**config.mk**
```make
export PLATFORM = sky130hd
export DESIGN_NAME = memory_arbiter
export DESIGN_NICKNAME = d
export VERILOG_FILES = /design/src/rtl/memory_arbiter.sv
export SDC_FILE = /design/constraint.sdc
export NUM_CORES = 1
export LEC_CHECK = 0
export CORE_UTILIZATION = 38
export CTS_CLUSTER_DIAMETER = 50
export CTS_CLUSTER_SIZE = 10
export DETAILED_ROUTE_END_ITERATION = 10
export PLACE_DENSITY = 0.86
export SKIP_LAST_GASP = 1
export SYNTH_ARGS = -nofsm -noshare
export SYNTH_HDL_FRONTEND = slang
export SYNTH_HIERARCHICAL = 1
export SYNTH_SLANG_ARGS = --single-unit
```
**constraint.sdc**
```tcl
create_clock -name clk -period 3.3 [get_ports clk]
set_input_delay 0.495 -clock clk [delete_from_list [all_inputs] [get_ports clk]]
set_output_delay 0.495 -clock clk [all_outputs]
set_load 0.05 [all_outputs]
```
**src/rtl/memory_arbiter.sv**
```systemverilog
// memory_arbiter: two-port round-robin arbiter in front of a single-port
// 256x8 memory. Each port has a valid/ready request channel and a one-entry
// valid/ready response buffer, so a stalled consumer blocks only its own port.

// Per-port one-entry response buffer.
module memory_arbiter_rsp #(
    parameter int DATA_W = 8
) (
    input  logic              clk,
    input  logic              rst_n,
    input  logic              accept_i,    // request granted this cycle
    input  logic              rready_i,    // consumer drains the buffer
    input  logic              we_i,        // granted access is a write
    input  logic [DATA_W-1:0] wdata_i,
    input  logic [DATA_W-1:0] mem_rdata_i,
    output logic              rvalid_o,
    output logic [DATA_W-1:0] rdata_o
);
    logic              rvalid_q, rvalid_d;
    logic [DATA_W-1:0] rdata_q,  rdata_d;

    // Next state: a new accept overrides a drain; a drain alone empties the
    // buffer but keeps the data. Writes answer with the written value so the
    // response is write-first independent of the memory's read timing.
    always_comb begin
        rvalid_d = rvalid_q;
        rdata_d  = rdata_q;
        if (accept_i) begin
            rvalid_d = 1'b1;
            rdata_d  = we_i ? wdata_i : mem_rdata_i;
        end else if (rready_i) begin
            rvalid_d = 1'b0;
        end
    end

    // Buffer registers; reset drops any pending response.
    always_ff @(posedge clk) begin
        if (!rst_n) begin
            rvalid_q <= 1'b0;
            rdata_q  <= '0;
        end else begin
            rvalid_q <= rvalid_d;
            rdata_q  <= rdata_d;
        end
    end

    assign rvalid_o = rvalid_q;
    assign rdata_o  = rdata_q;
endmodule

module memory_arbiter #(
    parameter int ADDR_W = 8,
    parameter int DATA_W = 8
) (
    input  logic              clk,
    input  logic              rst_n,
    // port A
    input  logic              a_valid,
    output logic              a_ready,
    input  logic              a_we,
    input  logic [ADDR_W-1:0] a_addr,
    input  logic [DATA_W-1:0] a_wdata,
    output logic              a_rvalid,
    input  logic              a_rready,
    output logic [DATA_W-1:0] a_rdata,
    // port B
    input  logic              b_valid,
    output logic              b_ready,
    input  logic              b_we,
    input  logic [ADDR_W-1:0] b_addr,
    input  logic [DATA_W-1:0] b_wdata,
    output logic              b_rvalid,
    input  logic              b_rready,
    output logic [DATA_W-1:0] b_rdata,
    // memory
    output logic              mem_we,
    output logic [ADDR_W-1:0] mem_addr,
    output logic [DATA_W-1:0] mem_wdata,
    input  logic [DATA_W-1:0] mem_rdata
);
    localparam int NUM_PORTS = 2;
    localparam int PA = 0;
    localparam int PB = 1;

    typedef enum logic {PORT_A = 1'b0, PORT_B = 1'b1} port_e;

    typedef struct packed {
        logic              we;
        logic [ADDR_W-1:0] addr;
        logic [DATA_W-1:0] wdata;
    } req_t;

    req_t [NUM_PORTS-1:0]             req;
    logic [NUM_PORTS-1:0]             req_vld;
    logic [NUM_PORTS-1:0]             rsp_rdy;
    logic [NUM_PORTS-1:0]             rsp_vld;
    logic [NUM_PORTS-1:0][DATA_W-1:0] rsp_data;
    logic [NUM_PORTS-1:0]             elig;
    logic [NUM_PORTS-1:0]             gnt;
    port_e                            last_grant_q, last_grant_d;

    // Gather the scalar port pins into per-port arrays.
    assign req[PA]     = '{we: a_we, addr: a_addr, wdata: a_wdata};
    assign req[PB]     = '{we: b_we, addr: b_addr, wdata: b_wdata};
    assign req_vld     = {b_valid, a_valid};
    assign rsp_rdy     = {b_rready, a_rready};

    // A port may be granted only if its response slot is free or draining now.
    // Reset masks every request so no access reaches memory during reset.
    assign elig = req_vld & (~rsp_vld | rsp_rdy) & {NUM_PORTS{rst_n}};

    // Round-robin pick: a tie goes to the port that did not win last time;
    // otherwise elig is already zero or one-hot.
    always_comb begin
        gnt = elig;
        if (&elig)
            gnt = (last_grant_q == PORT_B) ? 2'b01 : 2'b10;
    end

    assign a_ready = gnt[PA];
    assign b_ready = gnt[PB];

    // Drive memory from the granted port; park everything at zero when idle.
    always_comb begin
        mem_we    = 1'b0;
        mem_addr  = '0;
        mem_wdata = '0;
        if (gnt[PA]) begin
            mem_we    = req[PA].we;
            mem_addr  = req[PA].addr;
            mem_wdata = req[PA].wdata;
        end else if (gnt[PB]) begin
            mem_we    = req[PB].we;
            mem_addr  = req[PB].addr;
            mem_wdata = req[PB].wdata;
        end
    end

    // Round-robin pointer moves only when something was granted.
    always_comb begin
        last_grant_d = last_grant_q;
        if (gnt[PA]) last_grant_d = PORT_A;
        if (gnt[PB]) last_grant_d = PORT_B;
    end

    // Pointer register; reset to B so A wins the first tie.
    always_ff @(posedge clk) begin
        if (!rst_n) last_grant_q <= PORT_B;
        else        last_grant_q <= last_grant_d;
    end

    // One response buffer per port.
    for (genvar i = 0; i < NUM_PORTS; i++) begin : g_rsp
        memory_arbiter_rsp #(.DATA_W(DATA_W)) u_rsp (
            .clk         (clk),
            .rst_n       (rst_n),
            .accept_i    (gnt[i]),
            .rready_i    (rsp_rdy[i]),
            .we_i        (req[i].we),
            .wdata_i     (req[i].wdata),
            .mem_rdata_i (mem_rdata),
            .rvalid_o    (rsp_vld[i]),
            .rdata_o     (rsp_data[i])
        );
    end

    assign a_rvalid = rsp_vld[PA];
    assign a_rdata  = rsp_data[PA];
    assign b_rvalid = rsp_vld[PB];
    assign b_rdata  = rsp_data[PB];
endmodule

```
==> results by group <==
Run status
  • Status: finished, final reports clean

Setup path
  • Crit path launch type: input pin
  • Critical Path AT: 2560 ps
  • CP Depth: 5
  • CP max stage cell: a311o_1
  • FF-to-FF setup slack: 940 ps
  • Crit path max fanout: 18
  • WP buf/inv: 2
  • Critical Path Start: b_rready
  • CP Cell Sequence: clkdlybuf4s50_1 -> nor2b_1 -> a311o_1 -> o22ai_1 -> buf_12
  • CP endpoint: mem_wdata[7]
  • R2R cell count: 6
  • Critical R2R Capture: g_rsp[1].u_rsp/rdata_o[3]
  • Setup crit end kind: output pin
  • RR Startpoint: g_rsp[1].u_rsp/rvalid_o
  • Crit-path leading delay family: compound AO/OA/AOI/OAI gates
  • Critical Path Max Stage Delay: 810 ps
  • Critical path data required time: 2800 ps
  • CP Class: input pin to output pin

Hold path
  • Hold depth: 2
  • Worst hold path type: register to register

Cells and area
  • Finished Layout Cells: 269
  • Fin area: 0.00226 mm2
  • Syn-to-layout area delta: 86.8%
  • Nets: 274
  • ANT cells: 0
  • Fraction of layout cells with a size suffix above 1: 18.2%
  • Final core occ: 74.7%

Timing
  • Final worst-path cycle share: 92.5%
  • Final Hold Viols: 0
  • Fin Clk Skew: 2.30 ps
  • Worst-margin pin slew: 976 ps
  • Slew Viols, Final: 0
  • Relative slew slack: 34.8%
  • Unrepaired setup endpoints after global routing: no
  • Final count of negative-setup-slack endpoints: 0
  • Total negative slack: 0 ps
  • Crit path time final: 3050 ps
  • F_max: 0.328 GHz

Place
  • RD Place Congestion: 0.771
  • Number of I/O port buffers: 84
  • DP Cell Count: 265
  • Placed standard-cell area: 0.00224 mm2
  • HPWL Detailed: 3000 um

Clock network
  • TritonCTS Buffers: 3
  • Max Root-Sink Buffers: 2
  • CTS tree: built
  • Skew-Pair Late Insertion Delay: 290 ps
  • CTS H-Tree Depth: 1
  • Root Driver: clkbuf_4
  • Sinks on Clock Net: 19
  • Setup bufs post-CTS: 0
  • CTS clk-pin slew, worst paths: 100 ps
  • Cts repair resizes: 0
  • Hold buffers post-CTS: 0

Logic synthesis
  • Post-synth top area cell: dfxtp_1
  • Simple-gate share of the synthesized area: 14.5%
  • Syn_nets: 192
  • Post-Synth Adder-Cell Area: 0%
  • Most frequent cells after synthesis: nand2_1 (34), dfxtp_1 (19), a21oi_1 (16), mux2i_1 (16), o21ai_0 (15)
  • Synth unique cells: 21
  • Ys async rst share: 0%
  • Synth top area cells: dfxtp_1 (31%), mux2i_1 (13%), nand2_1 (11%), o22ai_2 (9.3%), a21oi_1 (6.6%)
  • Number of synthesized flops with an enable pin: 0
  • Syn_area_per_cell: 8.41 um2
  • Top FF cell, synth: dfxtp_1
  • Mux share of post-synthesis cell area: 13.2%
  • Post-synthesis xor/xnor area fraction: 0%
  • Syn Inst Count: 144
  • YS warnings: 6
  • Mapped Area: 0.00121 mm2
  • Yosys reg bits: 19
  • Largest family of logic cells by synthesized area: compound AO/OA/AOI/OAI gates
  • Sequential area share after synthesis: 31.4%
  • Synth top area share: 31.4%
  • Synth Area in Compound Gates: 32.7%
  • Most frequent cell after synthesis: nand2_1

Drt
  • Via/cell ratio: 4.99
  • DR top layer: met4
  • Met2 WL post-DR: 1940 um
  • Pre-antenna DRT Iters: 4
  • DRT iter0 DRCs: 68
  • Final WL: 3960 um
  • Final ANT Viol Nets: 0
  • Drt wl/cell: 14.7 um
  • Via count: 1341
  • Met1 Wirelength: 1780 um
  • Drt drc: 0
  • Routed wl met3: 198 um

Power
  • Max VDD drop: 0.000293 V
  • Cell Int Power: 0.000466 W
  • Clock power frac: 15.2%
  • Sequential power share: 34.0%
  • Switching Power: 0.000284 W
  • Combinational Power Share: 50.9%
  • Leakage: 0.901 nW
  • Switching Share: 37.9%
  • Pwr dens: 332 mW/mm2

Floorplanning
  • Initial core utilization: 40.0%
  • Die width: 58.5 um
  • Num ports: 85
  • Die ar.: 0.00342 mm2
  • Core area: 0.00303 mm2
  • Row count: 20
  • Chip Height: 58.5 um

Global route
  • Global route overflow: 0
  • First-pass GRT wire length: 5800 um
  • Largest net degree at the start of global routing: 55
  • GRT Overall Usage: 22.4%
  • Initial antenna violation count: 0
  • Vias in the first global route: 1205

Flow run
  • Max-Cap Viols: 0
-- kinds of logic (layout without fill, tap and decap cells) --
logic type | Yosys count | after routing
AND/OR/NAND/NOR | 41 | 41
AO/OA/AOI/OAI | 55 | 55
flip-flops | 19 | 19
multiplexers | 16 | 16
buffers and inverters | 13 | 94
-- placed cells by master (no fill, tap or decap) --
master / n
o311ai_4: 1
and3_2: 1
nand2b_4: 1
nor2_1: 2
mux2i_1: 16
dfxtp_1: 19
a311o_1: 1
buf_12: 19
a21oi_1: 16
o22ai_1: 8
nand2_1: 34
o22ai_2: 9
o21ai_0: 15
inv_1: 2
o21ba_2: 1
nor2b_1: 3
clkdlybuf4s50_1: 65
clkbuf_4: 3
clkbuf_1: 1
o21ai_2: 2
buf_4: 4
o21a_1: 2
-- stage by stage --
stage / hold slack, ps / power [W] / setup WS (ps)
2_1_floorplan: 606 / 0.000467 / 527
3_3_place_gp: 490 / 0.000636 / 346
3_5_place_dp: 494 / 0.000642 / 244
4_1_cts: 512 / 0.000756 / 243
5_1_grt: 529 / 0.000787 / 136
6_report: 512 / 0.000751 / 248
-- final cells by class --
type,instances,area [um2]
Clock buffer,4,26.3
Fill cell,227,766
Inverter,2,7.51
Multi-Input combinational cell,112,732
Sequential cell,19,380
Tap cell,44,55.1
Timing Repair Buffer,88,1060
-- metal layers --
| metal | vias to the layer above | global-route usage, % |
|---|---|---|
| met4 | 0 | 7.82 |
| met2 | 42 | 38.8 |
| li1 | 684 | - |
| met5 | - | 0 |
| met1 | 611 | 28.3 |
| met3 | 4 | 3.30 |
-- worst register-to-register path: cells and delay by family, from the launching register on --
family          cells  cell delay, ps
compound gates      3            1060
simple gates        2             560
flops               1             360
buf+inv             1             270
-- sequential cells by signal (all words and copies together), names as in the netlist --
name / cells
g_rsp.u_rsp/rdata_o: 16
g_rsp.u_rsp/rvalid_o: 2
last_grant_q: 1
-- worst min path at each step --
stage                                 to                      start  slack, ps
3_5_place_dp   g_rsp[0].u_rsp/rdata_o[4]  g_rsp[0].u_rsp/rdata_o[4]        490
2_1_floorplan  g_rsp[0].u_rsp/rdata_o[4]                      rst_n        610
6_report       g_rsp[1].u_rsp/rdata_o[4]  g_rsp[1].u_rsp/rdata_o[4]        510
5_1_grt        g_rsp[0].u_rsp/rdata_o[4]  g_rsp[0].u_rsp/rdata_o[4]        530
3_3_place_gp   g_rsp[1].u_rsp/rdata_o[4]  g_rsp[1].u_rsp/rdata_o[4]        490
4_1_cts        g_rsp[1].u_rsp/rdata_o[4]  g_rsp[1].u_rsp/rdata_o[4]        510
-- power groups by stage --
| stage | combinational, W | sequential (W) | clock [W] |
|---|---|---|---|
| after floorplan | 0.000155 | 0.000312 | 0 |
| after global placement | 0.000377 | 0.000259 | 0 |
| after detailed placement | 0.000382 | 0.000260 | 0 |
| after CTS | 0.000383 | 0.000255 | 0.000118 |
| after global routing | 0.000399 | 0.000256 | 0.000132 |
| final | 0.000382 | 0.000255 | 0.000114 |
Note: power is estimated with default switching activity, not from simulation.
